## src/rtl/ni_flit_injector.sv

```systemverilog
// ni_flit_injector: fetches a packet (header, size, payload) from local memory
// and streams it onto the router's credit-based local input port. A 2-entry
// buffer, plus one read in flight, keeps flits going out back-to-back.
module ni_flit_injector #(
    parameter int FLIT_WIDTH = 32,
    parameter int ADDR_WIDTH = 16
) (
    input  logic                  clock,
    input  logic                  reset,
    input  logic                  start,
    input  logic [ADDR_WIDTH-1:0] base_addr,
    output logic                  busy,
    output logic                  done,
    output logic                  mem_en,
    output logic [ADDR_WIDTH-1:0] mem_addr,
    input  logic [FLIT_WIDTH-1:0] mem_data,
    output logic                  clock_tx,
    output logic                  tx,
    output logic [FLIT_WIDTH-1:0] data_o,
    input  logic                  credit_i
);

    typedef enum logic {IDLE, RUN} state_t;

    state_t                state_q, state_d;
    logic [ADDR_WIDTH-1:0] base_q, base_d;
    logic [16:0]           fetch_idx_q, fetch_idx_d;   // next flit index to read
    logic [16:0]           total_q, total_d;           // T = N + 2
    logic [16:0]           sent_q, sent_d;
    logic                  have_n_q, have_n_d;
    logic [1:0]            ret_cnt_q, ret_cnt_d;       // returns seen, saturates at 2
    logic                  inflight_q, inflight_d;     // mem_data valid this cycle
    logic [1:0]            occ_q, occ_d;
    logic [FLIT_WIDTH-1:0] head_q, head_d;
    logic [FLIT_WIDTH-1:0] tail_q, tail_d;
    logic                  done_q, done_d;

    logic                  pop;
    logic                  size_ret;
    logic                  n_known;
    logic [16:0]           n_now;
    logic [1:0]            slots;
    logic                  fetch_ok;

    assign clock_tx = clock;
    assign busy     = (state_q == RUN);
    assign done     = done_q;
    assign tx       = (occ_q != 2'd0);
    assign data_o   = head_q;

    // State register; reset aborts any packet in progress.
    always_ff @(posedge clock or negedge reset) begin
        if (!reset) begin
            state_q     <= IDLE;
            base_q      <= '0;
            fetch_idx_q <= '0;
            total_q     <= '0;
            sent_q      <= '0;
            have_n_q    <= 1'b0;
            ret_cnt_q   <= '0;
            inflight_q  <= 1'b0;
            occ_q       <= '0;
            head_q      <= '0;
            tail_q      <= '0;
            done_q      <= 1'b0;
        end else begin
            state_q     <= state_d;
            base_q      <= base_d;
            fetch_idx_q <= fetch_idx_d;
            total_q     <= total_d;
            sent_q      <= sent_d;
            have_n_q    <= have_n_d;
            ret_cnt_q   <= ret_cnt_d;
            inflight_q  <= inflight_d;
            occ_q       <= occ_d;
            head_q      <= head_d;
            tail_q      <= tail_d;
            done_q      <= done_d;
        end
    end

    // Next-state: start acceptance, fetch issue, buffer push/pop, completion.
    always_comb begin
        state_d     = state_q;
        base_d      = base_q;
        fetch_idx_d = fetch_idx_q;
        total_d     = total_q;
        sent_d      = sent_q;
        have_n_d    = have_n_q;
        ret_cnt_d   = ret_cnt_q;
        inflight_d  = 1'b0;
        occ_d       = occ_q;
        head_d      = head_q;
        tail_d      = tail_q;
        done_d      = 1'b0;
        mem_en      = 1'b0;
        mem_addr    = '0;

        pop      = (state_q == RUN) && (occ_q != 2'd0) && credit_i;
        // The size flit is the second return; bypass it so payload reads
        // can start in the same cycle it arrives.
        size_ret = inflight_q && (ret_cnt_q == 2'd1);
        n_known  = have_n_q || size_ret;
        n_now    = size_ret ? ({1'b0, mem_data[15:0]} + 17'd2) : total_q;
        // Buffer entries plus read in flight, counting this cycle's pop.
        slots    = occ_q + {1'b0, inflight_q} - {1'b0, pop};
        fetch_ok = (fetch_idx_q < 17'd2) || (n_known && (fetch_idx_q < n_now));

        case (state_q)
            IDLE: begin
                if (start) begin
                    state_d     = RUN;
                    base_d      = base_addr;
                    fetch_idx_d = '0;
                    total_d     = '0;
                    sent_d      = '0;
                    have_n_d    = 1'b0;
                    ret_cnt_d   = '0;
                    occ_d       = '0;
                end
            end
            RUN: begin
                if ((slots < 2'd2) && fetch_ok) begin
                    mem_en      = 1'b1;
                    mem_addr    = base_q + ADDR_WIDTH'(fetch_idx_q);
                    fetch_idx_d = fetch_idx_q + 17'd1;
                    inflight_d  = 1'b1;
                end

                if (size_ret) begin
                    total_d  = n_now;
                    have_n_d = 1'b1;
                end
                if (inflight_q && (ret_cnt_q != 2'd2))
                    ret_cnt_d = ret_cnt_q + 2'd1;

                case ({inflight_q, pop})
                    2'b10: begin
                        if (occ_q == 2'd0) head_d = mem_data;
                        else               tail_d = mem_data;
                        occ_d = occ_q + 2'd1;
                    end
                    2'b01: begin
                        head_d = tail_q;
                        occ_d  = occ_q - 2'd1;
                    end
                    2'b11: begin
                        if (occ_q == 2'd1) begin
                            head_d = mem_data;
                        end else begin
                            head_d = tail_q;
                            tail_d = mem_data;
                        end
                    end
                    default: ;
                endcase

                if (pop) begin
                    sent_d = sent_q + 17'd1;
                    if ((sent_q + 17'd1) == total_q) begin
                        state_d = IDLE;
                        done_d  = 1'b1;
                    end
                end
            end
            default: state_d = IDLE;
        endcase
    end

endmodule
```

## config.mk

```make
export PLATFORM = sky130hd
export DESIGN_NAME = ni_flit_injector
export DESIGN_NICKNAME = d
export VERILOG_FILES = /design/src/rtl/ni_flit_injector.sv
export SDC_FILE = /design/constraint.sdc
export NUM_CORES = 1
export LEC_CHECK = 0
export CAP_MARGIN = 30
export CORE_MARGIN = 8
export CORE_UTILIZATION = 35
export DETAILED_ROUTE_END_ITERATION = 10
export SETUP_SLACK_MARGIN = 0.05
export SLEW_MARGIN = 10
export SYNTH_ARGS = -nofsm -noshare
export SYNTH_HDL_FRONTEND = slang
export SYNTH_SLANG_ARGS = --single-unit
```

## constraint.sdc

```tcl
create_clock -name clock -period 10.3 [get_ports clock]
set_clock_uncertainty 0.05 [all_clocks]
set_input_delay 3.09 -clock clock [delete_from_list [all_inputs] [get_ports clock]]
set_output_delay 3.09 -clock clock [all_outputs]
set_load 0.1 [all_outputs]
```

* Word level (Yosys, flattened, before mapping)
Cells that the tools add are included.
** Storage, ports and cells
- Register bits after elaboration :: 139
- Input port bits :: 52
- Output and inout port bits :: 53
- Word-level logic and storage cells :: 94
** Cells by class
- Add/subtract/negate cells :: 9
- Magnitude comparators :: 3
- Equal/unequal tests :: 16
- Mux-type cells :: 33
- Bitwise operators :: 1
- Reductions and logical operators :: 20
** Operators by type and width (number)
- $mux 32 :: 4
- $pmux 17 s2 :: 3
- $pmux 32 s3 :: 1
- $mux 17 :: 5
- $pmux 32 s2 :: 1
- $add 17x1->17 const B :: 2
- $mux 16 :: 2
- $add 16x2->17 const B :: 1
- $eq 17x17->1 :: 1
- $lt 17x17->1 :: 1
- $lt 17x2->1 const B :: 1
- $add 16x16->16 :: 1
- $pmux 2 s2 :: 3
- $reduce_and 2->1 :: 6
- $mux 1 :: 10
- $ne 2x2->1 const B :: 5
- $ne 2x1->1 const B :: 4
- $eq 2x1->1 const B :: 3
- $logic_and 1x1->1 :: 6
- $add 2x1->2 const B :: 2
- $eq 2x2->1 const B :: 2
- $mux 2 :: 2
- $pmux 1 s2 :: 2
- $reduce_and 4->1 :: 1
- 11 further kinds :: 13

* Longest topological paths before layout
- Depth after elaboration :: 9
- Mapped depth :: 15
- Gate-level depth less buffers :: 14

==> key figures <==
Worst setup path
  • CP Max Fanout: 19
  • Reg2reg setup slack: between 6000 and 7000 ps
  • Crit path from: mem_data[6]
  • Critical Path Sink: mem_addr[15]
  • CP Data Arrival Time: 6840 ps
  • Setup CP Type: primary input to output port
  • Req. time, crit path: 7160 ps
  • Critical path's largest stage delay: 520 ps
  • Worst-path cell chain: clkdlybuf4s50_1 -> and4_1 -> nand4_1 -> nor3_2 -> xnor2_1 -> nor2_1 -> a21oi_2 -> ha_1 -> a21o_1 -> a2111o_1 -> a211oi_2 -> o21ai_1 -> buf_4 -> a31oi_1 -> buf_12
  • FF-to-FF Start: ret_cnt_q[1]
  • RR Endpoint: fetch_idx_q[10]
  • Worst path slowest cell: clkdlybuf4s50_1
  • CP Capture Type: output port
  • Critical path launch point type: primary input
  • R2R cell count: 13

Floorplanning
  • Die height: approximately 170 µm
  • Row count: 56
  • Initial core utilization: 35.6%
  • Die ar.: 29100 µm²
  • I/O pin total: 105
  • Die width: about 170 µm
  • Core ar.: 23500 µm²

Routing
  • Detail Route Antenna Nets: 0
  • Via density: 5.22
  • Vias: 6885
  • Uppermost routed layer: met4
  • Met1 WL: between 10 and 15 mm
  • DR pass1 iterations: 5
  • WL final: 22.3 mm
  • Metal2 WL: approximately 10 mm
  • Routed len/inst: 16.9 µm
  • DRC: 0
  • Initial DRC count: 335
  • Routed wl met3: 1.23 mm

Synthesis
  • Synthesized instance count: 891
  • Part of the Yosys area used for sequential elements: 41.6%
  • Ys async rst share: 100%
  • Mapped Area: 8360 µm²
  • Synth top area cells: dfrtp_1 (42%), ha_1 (5.8%), nand2_1 (5.2%), o21ai_0 (4.8%), mux2_2 (4.7%)
  • Area leader, netlist: dfrtp_1
  • Area fraction of the dominant cell type after synthesis: 41.6%
  • Post-synth top flop: dfrtp_1
  • Post-synth EDFFs: 0
  • Yosys warnings: 0
  • Number of library cell types mapped by synthesis: 66
  • Syn Area/Cell: ~9.4 µm²
  • Synth Register Bits: roughly 140
  • Synthesized net count: 983

STA
  • Tightest Pin Transition: ~1000 ps
  • Final Max Slew Viols: 0
  • RSZ-0062 raised after global routing: false
  • Crit share post-route: between 90 and 100%
  • Setup violators final: 0
  • Fmax: 0.100 GHz
  • Hold Vio Cnt, Final: 0
  • Post-Route Setup TNS: 0 ps
  • Final min period: ~10000 ps
  • Slew HR: 31.5%

Place
  • Gpl congestion: 0.858
  • Post-DP HPWL: 15.8 mm
  • IO buf count: 104

Status
  • Status: complete, no violations

Global route
  • First-pass GRT wire length: ~37 mm
  • Total GRT Usage: between 15 and 20%
  • Largest net degree at the start of global routing: 72
  • Vias in the first global route: between 6k and 7k
  • Grt ovf: 0
  • Initial antenna violation count: 0

Final layout
  • Fillers: 2268
  • Final nets: 1079
  • P&R area growth vs syn: 27.1%
  • Share of post-route cells with drive strength above 1: 12.4%
  • Ant. Diodes: 0

Flow run
  • Max-cap viol count: 0

Clocking
  • Worst-path clk slew: 60 ps
  • CTS tree: built
  • Worst skew pair latency: between 500 and 600 ps
  • Hold Buf Count CTS: 0

Hold path
  • Min-delay worst type: register to register
  • Worst hold stages: 2
synthesized netlist by cell type, types with 3 or more instances:
master,n
a21oi_1,42
nand4_1,13
and3_1,19
nor4_1,7
mux2i_1,39
buf_2,14
o211ai_1,7
nor2_1,61
nor3_1,9
nor2b_1,4
buf_1,3
a211oi_1,4
o41ai_1,3
mux2_2,35
buf_4,3
clkbuf_1,27
a21o_1,10
and2_1,7
dfrtp_1,139
nand2_1,115
xor2_1,26
xnor2_1,30
o221ai_1,4
a31oi_1,4
and4_1,5
o31ai_1,10
o21bai_1,4
nand2b_1,4
or3_1,5
a31o_2,3
o21ai_0,80
ha_1,39
inv_1,20
a22o_1,4
a221o_1,8
nand3_1,49
final cells by class:
type                            count  area, µm²  area share (%)
Multi-Input combinational cell    684       4610            43.4
Sequential cell                   139       3480            32.7
Timing Repair Buffer              121       1390            13.1
Clock buffer                       21        510            4.80
Tap cell                          319        399            3.76
Clock inverter                     14        155            1.46
Inverter                           20       75.1           0.707
worst max-delay path: cells and delay by family:
family / cells / cell delay (ps)
AOI/OAI and AO/OA: 6 / 1460
adders and majority gates: 1 / 310
and+or+nand+nor: 4 / 850
buffers and inverters: 3 / 970
xor gates and xnor gates: 1 / 160
worst min-delay path by stage:
stage,start,endpoint,slack [ps]
after global placement,data_o[2],data_o[2],410
after floorplan,base_q[0],base_q[0],400
after CTS,data_o[1],data_o[1],440
after detailed placement,base_q[10],base_q[10],420
after global routing,data_o[0],data_o[0],450
final,data_o[1],data_o[1],430
sequential cells by signal, summed over array words and instances (netlist names):
name / flops
data_o: 32
tail_q: 32
fetch_idx_q: 17
sent_q: 17
total_q: 17
base_q: 16
occ_q: 2
ret_cnt_q: 2
busy: 1
done: 1
have_n_q: 1
inflight_q: 1
cells by family after synthesis:
kind of cell               share of synthesized area [%]
AOI/OAI and AO/OA                                   15.2
xor gates and xnor gates                            5.87
adders and majority gates                           6.08
buffers and inverters                               3.49
DFF                                                 41.6
muxes                                               9.39
and+or+nand+nor                                     18.3
timing repair:
action / CTS / global route
gates resized for setup: 0 / 2
setup endpoints to repair: 0 / 16
endpoints found under the hold margin: 0 / 0
buffers inserted: 0 / 0
cells in the final DEF (no fill, tap or decap), types with 3 or more instances in the layout:
cell type,n
o21bai_1,4
and3_1,19
ha_1,39
o41ai_1,3
a21o_1,10
buf_12,18
nor4_1,7
inv_6,6
clkbuf_16,20
buf_4,14
nand2_1,113
mux2i_1,39
xnor2_1,30
nor2_1,61
a22o_1,4
a221o_1,8
nand4_1,13
o31ai_1,10
o21ai_0,80
and2_1,7
o221ai_1,4
o211ai_1,7
a21oi_1,40
clkinv_4,3
dfrtp_1,139
a31oi_1,4
nand3_1,49
inv_1,20
clkdlybuf4s50_1,86
or3_1,5
a31o_2,3
nor3_1,8
nor2b_1,4
a211oi_1,4
nand2b_1,4
and4_1,5
mux2_2,35
xor2_1,26
metal layers:
metal  track usage (%)  vias to the layer above
met5                 0                        -
li1                  -                     3408
met2              23.7                      150
met3              4.79                       21
met4              5.45                        0
met1              21.8                     3306
per-stage QoR:
| step | utilization, % | std cells | instance area [µm²] | hold WS [ps] | worst slack, ps |
|---|---|---|---|---|---|
| after global placement | 42.1 | 1280 | 9870 | 414 | 334 |
| final | 45.3 | 1318 | 10600 | 433 | 318 |
| after detailed placement | 42.2 | 1282 | 9910 | 422 | 232 |
| after CTS | 45.0 | 1316 | 10600 | 438 | 236 |
| after global routing | 45.3 | 1318 | 10600 | 455 | 45.6 |
| after floorplan | - | 891 | 8360 | 402 | 206 |
Power is not shown: default switching activity piles up to over one toggle a cycle in this logic, so the estimate is an artifact.
==> variant 1 (config.mk and constraints unchanged) <==
`ADDR_WIDTH`: 16 -> 15.
--- a/src/rtl/ni_flit_injector.sv
+++ b/src/rtl/ni_flit_injector.sv
@@ -3,7 +3,7 @@
 // buffer, plus one read in flight, keeps flits going out back-to-back.
 module ni_flit_injector #(
     parameter int FLIT_WIDTH = 32,
-    parameter int ADDR_WIDTH = 16
+    parameter int ADDR_WIDTH = 15
 ) (
     input  logic                  clock,
     input  logic                  reset,
Interface: changed (resized base_addr and mem_addr); port bits go from 105 to 103. No check against the original RTL was run, so the function may have changed too.
==> variant 1 against the original RTL <==
Final cell count shrank 1.1%. Sequential share of layout area rose by 0.27 points. Sequential cell count is 1 lower. Synthesized cell count shrank 1.9%. Setup slack improved by 0.0045 ns. Wire length is 2.6% lower. Critical path depth did not move. Maximum frequency about the same. Area after synthesis shrank 2.3%. Final area fell by 1.5%. Largest cell class unchanged.
==> variant 1: results (changes against the original RTL) <==
status: "finished, final reports clean"
slew_headroom: 0.320  # +0.00456
dp.cells: 1265  # -1.3%
grt_usage: 0.156  # -0.00406
critPathArrivalTime_ns: 6.84  # about the same
synth_common_cells: "dfrtp_1, nand2_1, o21ai_0"
dpl_worst_slack_ns: 0.262  # +0.0303 ns
layout-drive-gt1-share: 0.128  # +0.00379
syn_nets: 964  # -1.9%
io_buffers: 102  # -1.9%
drt_iter0_markers: 508  # +52%
grt_pass1_wl_mm: 35.4  # -3.2%
grt_pass1_vias: 6663  # -0.74%
p_leak_nw: 4.60
place_area_sq_um: 9700  # -2.0%
cp-endpoint: "mem_addr[10]"
dpl.hpwl_mm: 15.5  # -1.4%
whs_endpoint: "base_q[6]"
hp-start: "base_q[6]"
synth_cell_types: 68  # +3.0%
routed_wl_mm: 21.7  # -2.6%
max_freq_ghz: 0.100  # about the same
gp_congestion: 0.837  # -2.5%
post_drt_wl_per_cell_um: 16.7  # -1.5%
netlist_top_cells_area: "dfrtp_1, ha_1, nand2_1"
crit_fanout: 12  # -7
vias_per_cell: 5.18  # -0.89%
nNetsFinal: 1062  # -1.6%
ff2ff_setup_slack_ns: 6.76  # +0.44 ns
postSynthCellCount: 874  # -1.9%
synth-seq-area-share: 0.423  # +0.00676
rr_worst_depth: 15  # +2
final_core_utilization: 0.451  # -0.00149
[variant 1: cell count changes after synthesis, moves of 5 or more]
cell      change
nor2_1       -13
nor3_1       +13
xor2_1       -10
and3_1        -9
a21oi_1       -8
nand2_1       +8
a221o_1       +6
o21ai_0       +6
a21o_1        -5
nand4_1       +5
o211ai_1      -5
[variant 1: cell families after synthesis]
family / count (synthesis) / share of synthesized area
adders and majority gates: 40 / 0.0619
xor gates and xnor gates: 48 / 0.0515
AOI/OAI and AO/OA: 192 / 0.150
and+or+nand+nor: 316 / 0.186
DFF: 138 / 0.423
buffers and inverters: 71 / 0.0380
muxes: 69 / 0.0898
[variant 1: critical path, cell delays in order]
cell	delay (ns)
clkdlybuf4s50_1	0.53
and4_1	0.31
and4_1	0.25
nand3_1	0.10
xor2_1	0.18
nor2_1	0.06
a21oi_1	0.12
ha_1	0.25
and2_1	0.17
a221o_1	0.33
a221oi_2	0.31
a31o_4	0.26
nand2_2	0.20
nor4_2	0.44
buf_12	0.22
[variant 1: power by group]
group,switching (mW),total [mW],internal [mW]
Combinational,1.55,2.31,0.763
Clock,0.327,0.710,0.383
Sequential,0.161,0.905,0.744
[variant 1: cell type report]
class                           count  area [sq um]
Fill cell                        2214         12700
Multi-Input combinational cell    665          4430
Sequential cell                   138          3450
Timing Repair Buffer              121          1410
Clock buffer                       21           510
Tap cell                          319           399
Clock inverter                     15           165
Inverter                           25          93.8
[variant 1: layer usage]
layer / share of wire / routed length [um] / vias to the layer above / GRT usage
met3: 0.053 / 1150 / 15 / 0.0443
met5: 0 / 0 / - / 0
li1: - / - / 3348 / -
met2: 0.45 / 9700 / 145 / 0.234
met4: 0.0089 / 193 / 0 / 0.0443
met1: 0.49 / 10700 / 3243 / 0.214
==> variant 2 (same settings) <==
Without the edit above. Reset style: synchronous (`reset`), changed in one clocked block.
--- a/src/rtl/ni_flit_injector.sv
+++ b/src/rtl/ni_flit_injector.sv
@@ -49,7 +49,7 @@
     assign data_o   = head_q;
 
     // State register; reset aborts any packet in progress.
-    always_ff @(posedge clock or negedge reset) begin
+    always_ff @(posedge clock) begin
         if (!reset) begin
             state_q     <= IDLE;
             base_q      <= '0;
Formal check against the unedited RTL: differs if reset is asserted again (counterexample within 4 cycles, from zero or initial values and one cycle with reset low); with reset held inactive, the same outputs for 4 cycles.
==> variant 2 against the original RTL <==
Critical path depth did not move. Via count increased by 1.7%. Area after synthesis shrank 8.5%. Utilization is 0.33 points higher. Setup slack improved by 0.11 ns. Highest routed layer unchanged. Wire length down 4.8%. Global-route usage fell by 0.087 points. Final area down 7.2%. Largest cell class unchanged. Sequential cell count stayed put. Synthesized cell count up 8.0%.
==> variant 2: results (changes against the original RTL) <==
dpl.hpwl_mm: 14.9  # -5.7%
place_area_sq_um: 9200  # -7.2%
fin_cells: 1337  # +1.4%
met3_length_um: 764  # -38%
comb-power_uw: 254
drt_iter0_markers: 451  # +35%
finalPower_mw: 1.53
holdPathStages: 2  # unchanged
antenna_found_initial: 0  # unchanged
critPathArrivalTime_ns: 6.73  # -0.11 ns
whs_endpoint: "tail_q[23]"
insertion_delay_ns: 0.54  # about the same
ys_warn_count: 0  # unchanged
ff2ff_setup_slack_ns: 6.59  # +0.27 ns
synth_common_cells: "nand2_1, dfxtp_1, nor2_1"
wl_met2_mm: 10.4  # +5.7%
dr_total_vias: 7001  # +1.7%
gp_congestion: 0.827  # -3.7%
cts-resized-gates: 0  # unchanged
grt_pass1_wl_mm: 34.0  # -7.1%
wirelength_met1_mm: 9.73  # -11%
highest_layer: "met4"
hold_path.class: "reg -> reg"
netlist_top_cells_area: "dfxtp_1, nand2_1, a21oi_1"
layout-drive-gt1-share: 0.0766  # -0.0475
routed_wl_mm: 21.2  # -4.8%
timing.rr.end: "fetch_idx_q[8]"
muxShareOfSynthArea: 0.0514  # -0.0425
status: "finished, final reports clean"
grt_pass1_vias: 6465  # -3.7%
hold_ws_ns: 0.401  # -0.0320 ns
synth_fa_ha_area_frac: 0.0664  # +0.00567
post_cts_buffers: 0  # unchanged
dr.pass1.iters: 5  # unchanged
synthArstFlopShare: 0  # -1.00
postSynthCellCount: 962  # +8.0%
clkPwrFrac: 0.463
synth_compound_area_frac: 0.194  # +0.0414
grt_usage: 0.159  # -0.000866
slew_headroom: 0.314  # -0.00119
syn_nets: 1054  # +7.2%
synth-seq-area-share: 0.364  # -0.0522
crit_fanout: 38  # +19
rr_startpoint: "inflight_q"
clk_pin_slew_ns: 0.06  # about the same
dpl_worst_slack_ns: 0.326  # +0.0941 ns
hp-start: "tail_q[23]"
grt_max_degree: 65  # -9.7%
synth_xor_area_frac: 0.0630  # +0.00433
synth_cell_types: 56  # -15%
variant 2: cell types whose count changed after synthesis, sizes merged, moves of 10 or more:
cell	delta
dfrtp	-139
a31oi	+13
nor2	+57
dfxtp	+139
nand2	+27
o31ai	-10
nand3	-16
a211oi	+31
a21oi	+64
o21ai	-55
clkbuf	+18
mux2	-33
variant 2: per-layer routing:
metal | track usage | vias up
met5 | 0 | -
met2 | 0.264 | 107
li1 | - | 3597
met3 | 0.0414 | 22
met1 | 0.197 | 3275
met4 | 0.0533 | 0
variant 2: cell type report:
type	count	area, sq um
Tap cell	280	350
Inverter	17	66.3
Multi-Input combinational cell	748	4600
Clock buffer	23	528
Timing Repair Buffer	117	1390
Clock inverter	13	143
Fill cell	2145	11800
Sequential cell	139	2780
variant 2: worst max-delay path, stage by stage:
cell and delay, ns:
clkdlybuf4s50_1 0.72, ha_1 0.31, nand4_1 0.21, or3_1 0.36, a21oi_1 0.19, a21oi_1 0.07, ha_1 0.32, nand4_1 0.13
nor3b_1 0.23, o311ai_1 0.13, nand3_1 0.10, buf_4 0.36, inv_2 0.12, and2_1 0.21, buf_12 0.17
variant 2: worst max-delay path by stage:
stage                startpoint            to  slack [ns]  cells past startpoint
finish              mem_data[1]   mem_addr[1]        0.43                     15
floorplan           mem_data[5]  mem_addr[15]        0.22                     16
global route        mem_data[4]   mem_addr[0]         0.1                     18
CTS                 mem_data[1]   mem_addr[0]        0.30                     15
global placement    mem_data[1]   mem_addr[1]        0.40                     15
detailed placement  mem_data[1]   mem_addr[0]        0.33                     15
